File: src/rtl/fetch_stage_pkg.sv
// Shared types, constants and target helpers for the IF stage.
package fetch_stage_pkg;

  localparam int unsigned XLEN = 32;

  typedef logic [XLEN-1:0] word_t;

  localparam word_t RESET_PC_DEF  = 32'hBFC0_0000;
  localparam word_t NOP_INSTR_DEF = 32'h0000_0000;

  typedef enum logic [1:0] {
    SEL_SEQ,
    SEL_BRANCH,
    SEL_JUMP,
    SEL_JR
  } pc_sel_e;

  // J/JAL: keep the 256 MB region of the delay slot, splice in the index
  function automatic word_t jump_target(input logic [3:0] pc_hi, input logic [25:0] idx);
    return {pc_hi, idx, 2'b00};
  endfunction

  function automatic word_t branch_target(input word_t pc_plus4, input logic [15:0] imm);
    return pc_plus4 + {{14{imm[15]}}, imm, 2'b00};
  endfunction

endpackage

File: src/rtl/fetch_stage_if.sv
// Instruction SRAM read port: fetch side is master, memory side is slave.
interface fetch_stage_if;
  import fetch_stage_pkg::*;

  logic  inst_sram_en;
  word_t inst_sram_addr;
  word_t inst_sram_rdata;

  modport master (
    output inst_sram_en,
    output inst_sram_addr,
    input  inst_sram_rdata
  );

  modport slave (
    input  inst_sram_en,
    input  inst_sram_addr,
    output inst_sram_rdata
  );

endinterface

File: src/rtl/pc_next_sel.sv
// Next-PC selection: redirect target computation and jr > jump > branch > sequential priority.
module pc_next_sel
  import fetch_stage_pkg::*;
(
  input  word_t       pcF,
  input  word_t       pc_plus4D,
  input  logic [25:0] instr_idx,
  input  logic        redirect_en,
  input  logic        jrD,
  input  logic        jumpD,
  input  logic        branch_takenD,
  input  word_t       rs_valueD,
  output word_t       pc_next_c
);

  pc_sel_e sel_c;

  // Redirects only count for a real, advancing instruction in ID
  always_comb begin
    sel_c = SEL_SEQ;
    if (redirect_en) begin
      if (jrD)                sel_c = SEL_JR;
      else if (jumpD)         sel_c = SEL_JUMP;
      else if (branch_takenD) sel_c = SEL_BRANCH;
    end
  end

  always_comb begin
    pc_next_c = pcF + 32'd4;
    case (sel_c)
      SEL_JR:     pc_next_c = rs_valueD;
      SEL_JUMP:   pc_next_c = jump_target(pc_plus4D[31:28], instr_idx);
      SEL_BRANCH: pc_next_c = branch_target(pc_plus4D, instr_idx[15:0]);
      default:    pc_next_c = pcF + 32'd4;
    endcase
  end

endmodule

File: src/rtl/fetch_stage.sv
// IF stage and IF/ID boundary: PC register, SRAM fetch, stall hold buffer and flush.
module fetch_stage
  import fetch_stage_pkg::*;
#(
  parameter word_t RESET_PC  = RESET_PC_DEF,
  parameter word_t NOP_INSTR = NOP_INSTR_DEF
) (
  input  logic          clk,
  input  logic          rst,
  fetch_stage_if.master sram,
  input  logic          stallF,
  input  logic          stallD,
  input  logic          flushD,
  input  logic          branch_takenD,
  input  logic          jumpD,
  input  logic          jrD,
  input  word_t         rs_valueD,
  output word_t         pcF,
  output word_t         pcD,
  output word_t         pc_plus8D,
  output word_t         instrD,
  output logic          validD
);

  logic  hold_valid;
  word_t hold_instr;
  word_t pc_plus4D;
  word_t pc_next_c;
  logic  redirect_en;

  assign sram.inst_sram_en   = rst;
  assign sram.inst_sram_addr = pcF;

  assign pc_plus4D   = pcD + 32'd4;
  assign pc_plus8D   = pcD + 32'd8;
  assign redirect_en = validD & ~stallD;

  pc_next_sel u_pc_next_sel (
    .pcF           (pcF),
    .pc_plus4D     (pc_plus4D),
    .instr_idx     (instrD[25:0]),
    .redirect_en   (redirect_en),
    .jrD           (jrD),
    .jumpD         (jumpD),
    .branch_takenD (branch_takenD),
    .rs_valueD     (rs_valueD),
    .pc_next_c     (pc_next_c)
  );

  always_ff @(posedge clk or negedge rst) begin
    if (!rst) begin
      pcF <= RESET_PC;
    end else if (!stallF) begin
      pcF <= pc_next_c;
    end
  end

  // The SRAM word only lives one cycle, so the first stall cycle latches it
  always_ff @(posedge clk or negedge rst) begin
    if (!rst) begin
      pcD        <= '0;
      validD     <= 1'b0;
      hold_valid <= 1'b0;
      hold_instr <= '0;
    end else if (flushD) begin
      validD     <= 1'b0;
      hold_valid <= 1'b0;
    end else if (stallD) begin
      if (!hold_valid) begin
        hold_instr <= instrD;
        hold_valid <= 1'b1;
      end
    end else begin
      pcD        <= pcF;
      validD     <= ~stallF;
      hold_valid <= 1'b0;
    end
  end

  always_comb begin
    instrD = sram.inst_sram_rdata;
    if (!validD)        instrD = NOP_INSTR;
    else if (hold_valid) instrD = hold_instr;
  end

endmodule

File: src/flat_wrapper.sv
// flat-port wrapper written by rule: the top's interface ports become plain ports
module fetch_stage_flat import fetch_stage_pkg::*;
#(
  parameter word_t RESET_PC  = RESET_PC_DEF,
  parameter word_t NOP_INSTR = NOP_INSTR_DEF
)
  (clk, rst, stallF, stallD, flushD, branch_takenD, jumpD, jrD, rs_valueD, pcF, pcD, pc_plus8D, instrD, validD, sram_inst_sram_en, sram_inst_sram_addr, sram_inst_sram_rdata);
  fetch_stage_if sram_i ();
  input  logic clk;
  input  logic rst;
  input  logic stallF;
  input  logic stallD;
  input  logic flushD;
  input  logic branch_takenD;
  input  logic jumpD;
  input  logic jrD;
  input  word_t rs_valueD;
  output word_t pcF;
  output word_t pcD;
  output word_t pc_plus8D;
  output word_t instrD;
  output logic validD;
  output wire logic [$bits(sram_i.inst_sram_en)-1:0] sram_inst_sram_en;
  output wire logic [$bits(sram_i.inst_sram_addr)-1:0] sram_inst_sram_addr;
  input wire logic [$bits(sram_i.inst_sram_rdata)-1:0] sram_inst_sram_rdata;
  assign sram_inst_sram_en = sram_i.inst_sram_en;
  assign sram_inst_sram_addr = sram_i.inst_sram_addr;
  assign sram_i.inst_sram_rdata = sram_inst_sram_rdata;
  fetch_stage #(.RESET_PC(RESET_PC), .NOP_INSTR(NOP_INSTR)) u_core (.clk(clk), .rst(rst), .sram(sram_i), .stallF(stallF), .stallD(stallD), .flushD(flushD), .branch_takenD(branch_takenD), .jumpD(jumpD), .jrD(jrD), .rs_valueD(rs_valueD), .pcF(pcF), .pcD(pcD), .pc_plus8D(pc_plus8D), .instrD(instrD), .validD(validD));
endmodule
File: config.mk
export PLATFORM = sky130hd
export DESIGN_NAME = fetch_stage_flat
export DESIGN_NICKNAME = d
export VERILOG_FILES = /design/src/rtl/fetch_stage_pkg.sv /design/src/rtl/fetch_stage_if.sv /design/src/rtl/pc_next_sel.sv /design/src/rtl/fetch_stage.sv /design/src/flat_wrapper.sv
export SDC_FILE = /design/constraint.sdc
export NUM_CORES = 1
export LEC_CHECK = 0
export BUFFER_PORTS_ARGS = -buffer_cell sky130_fd_sc_hd__buf_2
export CORE_MARGIN = 2
export CORE_UTILIZATION = 54
export CTS_CLUSTER_DIAMETER = 50
export DETAILED_ROUTE_END_ITERATION = 6
export PLACE_DENSITY_LB_ADDON = 0.15
export SETUP_SLACK_MARGIN = 0.5
export SLEW_MARGIN = 5
export SYNTH_ARGS = -nofsm -noshare
export SYNTH_HDL_FRONTEND = slang
export SYNTH_SLANG_ARGS = --single-unit
File: constraint.sdc
create_clock -name clk -period 4.7 [get_ports clk]
set_input_delay 0 -clock clk [delete_from_list [all_inputs] [get_ports clk]]
set_output_delay 0 -clock clk [all_outputs]
set_load 0.05 [all_outputs]
==> After elaboration in Yosys (flattened, before gate mapping) <==
Cells that the tools add are included.
{ "op_classes": {"n_eq_ne": 4, "mul": 0, "reduce_logical": 2, "add_sub_neg": 4, "n_div": 0, "n_shift": 0, "magnitude_cmp": 0, "n_mux": 11, "bitwise_logic": 5} }
{ "ops": {"columns": ["cell", "n"], "rows": [
  ["32-bit one-hot mux with 3 select lines", 1],
  ["32-bit by 3-bit adder with 32-bit output, second input constant", 2],
  ["32-bit two-way mux", 2],
  ["32-bit adder", 1],
  ["32-bit by 4-bit adder with 32-bit output, second input constant", 1],
  ["2-bit two-way mux", 3],
  ["1-bit two-way mux", 5],
  ["2-bit == test, second input constant", 2],
  ["1-bit NOT", 4],
  ["3-bit AND reduction", 1],
  ["2-bit by 1-bit == test with 1-bit output, second input constant", 1],
  ["2-bit by 1-bit inequality test with 1-bit output, second input constant", 1],
  ["2-bit AND reduction", 1],
  ["1-bit bitwise AND", 1]
]} }
{ "word_totals": {"rom_bits": 0, "wordCells": 31, "n_memories": 0, "register_bits": 98, "latch_bits": 0, "in_bits": 72, "out_inout_bits": 162, "ramBits": 0} }

==> Logic depth before layout (Yosys ltp) <==
{ "depth": {"ltp_word": 6, "ltp_mapped": 16, "depth_no_buf": 15} }

==> Modules after synthesis <==
Synthesis repeated with hierarchy kept, for this count alone.
{ "hier_totals": {"hier_cells": 952, "area_unflattened_um2": 8770.9} }
{ "by_module_without_submodules": {"columns": ["mod", "seq_area_each_um2", "instances", "cells_per_inst", "area_each_um2"], "rows": [
  ["fetch_stage", 2463.6, 1, 507, 5684.2],
  ["pc_next_sel", 0.0, 1, 445, 3086.7]
]} }

==> Worst setup path before layout <==
OpenSTA, ideal clock, no wires.
{ "synth_timing": {"path_kind": "reg-to-reg", "start": "register u_core.hold_valid", "end": "register u_core.pcF[21]", "synth_period_minus_slack_ps": 4532, "setup_ps": 130, "stages_incl_launch_ff": 15, "path_buffers": 3, "t_required_ps": 4570, "setup_slack_ps": 168, "arrival_ps": 4402, "cell_sequence": "dfrtp_1 -> clkbuf_1 -> buf_2 -> buf_1 -> mux2i_1 -> nor2b_1 -> ha_1 -> a21o_1 -> a221o_1 -> or3_1 -> o2111ai_1 -> a21boi_1 -> or3_1 -> a311oi_1 -> a211oi_1"} }
{ "synth_via": {"elab_chain_cells": 4} }
{ "synth_lines": {"columns": ["item", "line_no", "source"], "rows": [
  ["from (decl)", "fetch_stage.sv:25", "logic hold_valid;"],
  ["from (signal assigned)", "fetch_stage.sv:63", "hold_valid <= 1'b0;"],
  ["from (signal assigned)", "fetch_stage.sv:67", "hold_valid <= 1'b0;"],
  ["from (signal assigned)", "fetch_stage.sv:71", "hold_valid <= 1'b1;"],
  ["32-bit two-way mux", "fetch_stage.sv:83", "else if (hold_valid) instrD = hold_instr;"],
  ["32-bit two-way mux", "fetch_stage.sv:82", "if (!validD) instrD = NOP_INSTR;"],
  ["via instrD[6]", "flat_wrapper.sv:21", "output word_t instrD;"],
  ["32-bit adder", "fetch_stage_pkg.sv:24", "return pc_plus4 + {{14{imm[15]}}, imm, 2'b00};"],
  ["32-bit one-hot mux with 3 select lines", "pc_next_sel.sv:30", "case (sel_c)"],
  ["to (signal assigned)", "fetch_stage.sv:54", "pcF <= pc_next_c;"],
  ["to (decl)", "fetch_stage.sv:18", "output word_t pcF,"]
]} }
The timed path passes the listed nets, and every way through them passes these cells.
A chain may end at the register's enable or synchronous reset.

==> Worst setup path in the final report <==
{ "layout_timing": {"start": "register u_core.pcD[3]", "end": "register u_core.pcF[30]"} }
{ "layout_via": {"elab_chain_cells": 3} }
{ "layout_lines": {"columns": ["item", "line_no", "source"], "rows": [
  ["from (decl)", "fetch_stage.sv:19", "output word_t pcD,"],
  ["from (signal assigned)", "fetch_stage.sv:74", "pcD <= pcF;"],
  ["32-bit by 3-bit adder with 32-bit output (*)", "fetch_stage.sv:34", "assign pc_plus4D = pcD + 32'd4;"],
  ["32-bit adder", "fetch_stage_pkg.sv:24", null],
  ["32-bit one-hot mux with 3 select lines (*)", "pc_next_sel.sv:30", null]
]} }
Mark *: on every way between the ends. The rest lies on a longest branch, timed or not.

==> flow_results.org <==
** Synthesis
- Count of different cell masters after synthesis :: 71
- Share of Yosys cell area claimed by the top area cell type :: 27.3%
- A synthesized cell averages 8.69 um2.
- Cell accounting for the most synthesized area :: sky130_fd_sc_hd__dfrtp_1
- Proportion of synthesized chip area in sequential cells :: 30.2%
- EDFF count, synth :: 0
- Prevailing post-synth register cell :: sky130_fd_sc_hd__dfrtp_1
- Number of warning messages in the yosys log :: 0
- Counting flops and latches in the post-synthesis netlist gives 98.
- Dominant cells by area after synthesis :: sky130_fd_sc_hd__dfrtp_1, sky130_fd_sc_hd__mux2_2, sky130_fd_sc_hd__xnor2_1
- Proportion of synthesized flip-flops having asynchronous set or reset :: 100%
- Synth Cell Area :: 8150 um2
- The cell count after synthesis came out at 938.
- Counting every net in the synthesized netlist gives 1044.

** Worst setup path
- Data arrival time of the worst path :: 4.21 ns
- The worst register-to-register path has a depth of 16.
- Kind of capture point of the worst setup path :: flip-flop
- In this design, the stage delay of the slowest critical-path cell is 0.43 ns.
- R2r endpoint :: u_core.pcF[30]
- The largest individual stage delay along the critical path comes from the cell sky130_fd_sc_hd__dfrtp_2.
- The critical path ends at u_core.pcF[30].
- Reg-to-reg setup timing slack :: 0.72 ns
- The number of buffers and inverters on the critical path is 1.
- Worst R2R Start :: u_core.pcD[3]
- Largest fanout of any net on the critical path :: 8
- STA puts the critical path data required time at 4.94 ns.
- CP startpoint :: u_core.pcD[3]
- The critical path is of the reg2reg type.
- Number of logic stages on the critical path including buffering :: 16
- The worst setup path is launched from a flip-flop.
- Cell class contributing the biggest share of worst-path delay :: compound AO/OA/AOI/OAI gates
- The critical path goes through ha_2 -> nand3_1 -> nor3_2 -> buf_4 -> and3_2 -> nand2_1 -> xnor2_1 -> ha_1 -> a21o_1 -> a311oi_1 -> o211ai_1 -> a41o_1 -> a211oi_2 -> o21ai_1 -> nor4_1 -> a211oi_1.

** Timing
- Summed negative setup slack over all endpoints :: 0 ns
- Remaining max-slew budget at the tightest pin :: 25.6%
- On the final layout, the worst clock skew is 0.00692 ns.
- At the pin with the least slew margin, the transition time is 1.11 ns.
- The final-report max-slew violation count came to 0.
- Setup repair after global routing left no endpoint under its margin.
- Post-layout min period :: 3.98 ns
- Fmax :: 0.251 GHz
- Final Cycle Share :: 84.7%
- # setup viols final :: 0
- Count of endpoints failing hold in the final timing report :: 0

** Clocking
- At the later pin of the worst-skew pair, clock insertion delay measures 0.36 ns.
- H-tree levels :: 3
- CTS tree :: built
- The clock net in this run drives a total of 98 sinks.
- TritonCTS buffer count :: 9
- The root buffer cell chosen for the clock tree is sky130_fd_sc_hd__clkbuf_16.
- Counting along the longest clock path gives a buffer depth of 2.
- After clock tree synthesis, the clock-pin slew on the worst setup and hold paths is 0.07 ns.

** Place
- Instance area after placement :: 9170 um2
- Final estimated routing congestion in global placement :: 0.936
- Detailed placement finished with a half-perimeter wire length of 19100 um.
- In this run the tool buffered the top-level ports with 233 buffer cells.
- In this run, placement finished with an instance count of 1273.

** GRT
- Aggregate global-route resource usage :: 31.4%
- Summed over all layers, the global routing overflow is 0.
- Entering global routing, the biggest net connects 51 pins.
- First-pass GRT wire length :: 40000 um
- The number of global-route vias before repair came to 7396.
- Antenna violations before repair :: 0

** Final layout
- Relative to the synthesized area, the layout overhead comes to 17.9%.
- Non-filler instance count after layout :: 1302
- Most common library cell in the layout ignoring fill and taps :: sky130_fd_sc_hd__buf_2
- The final layout contains 1219 nets.
- In the final layout, flip-flops and latches occupy 2470 um2.
- In the final layout, the multi-input gates occupy 5140 um2.
- Fraction of layout cells with a size suffix above 1 :: 32.0%
- Design Area, Final :: 9610 um2
- Highest-count cells in the layout ignoring fill and taps :: sky130_fd_sc_hd__buf_2, sky130_fd_sc_hd__dfrtp_1, sky130_fd_sc_hd__nand2_1, sky130_fd_sc_hd__nor2_1, sky130_fd_sc_hd__a21oi_1
- The layout has 1329 filler cells.
- Count of antenna diodes in the layout :: 0

** Floorplanning
- Die height :: 127 um
- Core Box Area :: 14600 um2
- Die Area :: 16100 um2
- Once the floorplan was initialized, standard cells occupied 55.7% of the core.
- 234 I/O pins were placed.
- The die is 127 um wide.
- Site Rows :: 44

** Route
- The first detailed-routing pass ran for 5 iterations.
- DR vias :: 7908
- Number of design rule violations left after detail routing :: 0
- After detailed routing, the average wire length per cell comes to 19.7 um.
- After the first detailed-routing iteration, the DRC count stood at 525.
- In the routed layout, each cell is associated on average with a via count of 6.07.
- In this run the remaining antenna-violating nets after routing total 0.
- Post-detailed-routing wire length :: 25600 um

** Power and ir drop
- For this design the static power due to leakage is 4.55 nW.
- Pwr Density :: 564 nW/um2
- Max rail drop VDD :: 0.000419 V

** Hold path
- Worst min-delay path category :: in2reg

** Job
- The tool flagged a number of max-cap violations equal to 0.

** Run status
- The flow ran to the end, and the final reports show no timing, DRC or antenna violations.
sequential cells by signal, summed over array words and instances, names as in the netlist:
register           count
u_core.pcD            32
u_core.validD          1
u_core.hold_instr     32
u_core.hold_valid      1
u_core.pcF            32
cell type report:
type	count	share of cell area [%]
Multi-Input combinational cell	720	53.5
Sequential cell	98	25.7
Timing Repair Buffer	259	14.5
Clock buffer	10	2.49
Tap cell	184	2.40
Inverter	25	0.976
Clock inverter	6	0.508
metrics by stage:
step           total power [mW]  hold slack [ns]  worst slack, ns  util, %
4_1_cts                    5.40          0.00974            0.514     65.3
6_report                   5.42           0.0170            0.721     65.6
5_1_grt                    5.68           0.0430            0.511     65.6
3_5_place_dp               4.65           0.0805            0.560     62.6
3_3_place_gp               4.63           0.0762            0.804     62.6
2_1_floorplan              4.02           -0.296            0.552        -
tightest hold or removal path, cell delays in order:
cell and delay, ns:
sky130_fd_sc_hd__buf_2 0.08, sky130_fd_sc_hd__a221oi_1 0.07, sky130_fd_sc_hd__o221ai_1 0.08, sky130_fd_sc_hd__o21a_1 0.12
logic make-up after synthesis:
| family | after synthesis | share of synthesized area, % |
|---|---|---|
| AO/OA/AOI/OAI | 228 | 18.9 |
| XOR/XNOR | 81 | 8.70 |
| adder cells (fa/ha/maj) | 34 | 5.31 |
| buffers and inverters | 120 | 7.38 |
| flip-flops | 98 | 30.2 |
| multiplexers | 84 | 11.2 |
| AND/OR/NAND/NOR | 293 | 18.2 |
how the worst min path moves through the flow:
stage                                 endpoint          start  cells past startpoint  slack [ns]
after floorplan           u_core.hold_instr[0]            rst                      0       -0.30
after global placement    u_core.hold_instr[7]            rst                      1        0.08
after detailed placement  u_core.hold_instr[7]            rst                      1        0.08
after CTS                       u_core.pcF[11]  rs_valueD[11]                      4        0.01
after global routing            u_core.pcF[16]  rs_valueD[16]                      3        0.04
final                           u_core.pcF[11]  rs_valueD[11]                      4        0.02
synth_stat cells, types with 18 or more instances:
library cell / n
sky130_fd_sc_hd__a21o_1: 25
sky130_fd_sc_hd__a21oi_1: 61
sky130_fd_sc_hd__a221oi_1: 18
sky130_fd_sc_hd__buf_4: 36
sky130_fd_sc_hd__clkbuf_1: 43
sky130_fd_sc_hd__dfrtp_1: 89
sky130_fd_sc_hd__ha_1: 33
sky130_fd_sc_hd__inv_1: 25
sky130_fd_sc_hd__mux2_2: 60
sky130_fd_sc_hd__mux2i_1: 24
sky130_fd_sc_hd__nand2_1: 79
sky130_fd_sc_hd__nand3_1: 34
sky130_fd_sc_hd__nand4_1: 24
sky130_fd_sc_hd__nor2_1: 66
sky130_fd_sc_hd__nor2b_1: 28
sky130_fd_sc_hd__o21ai_0: 37
sky130_fd_sc_hd__xnor2_1: 59
sky130_fd_sc_hd__xor2_1: 22
layer usage:
layer | global-route usage, % | share of wire (%)
met3 | 4.43 | 5.5
met5 | 0 | 0
met2 | 54.5 | 50
met1 | 39.8 | 41
met4 | 11.5 | 3.3
repair_timing:
item,in CTS,in global routing
resized for setup,0,8
hold endpoints to repair,57,0
hold buffers,11,0
setup endpoints to repair,0,6
setup buffers,0,2
where the power goes:
group          internal, mW  switching (mW)
Clock                 0.380           0.358
Sequential             1.07           0.434
Combinational         0.885            2.30
Power figures use the tool's default switching activity.
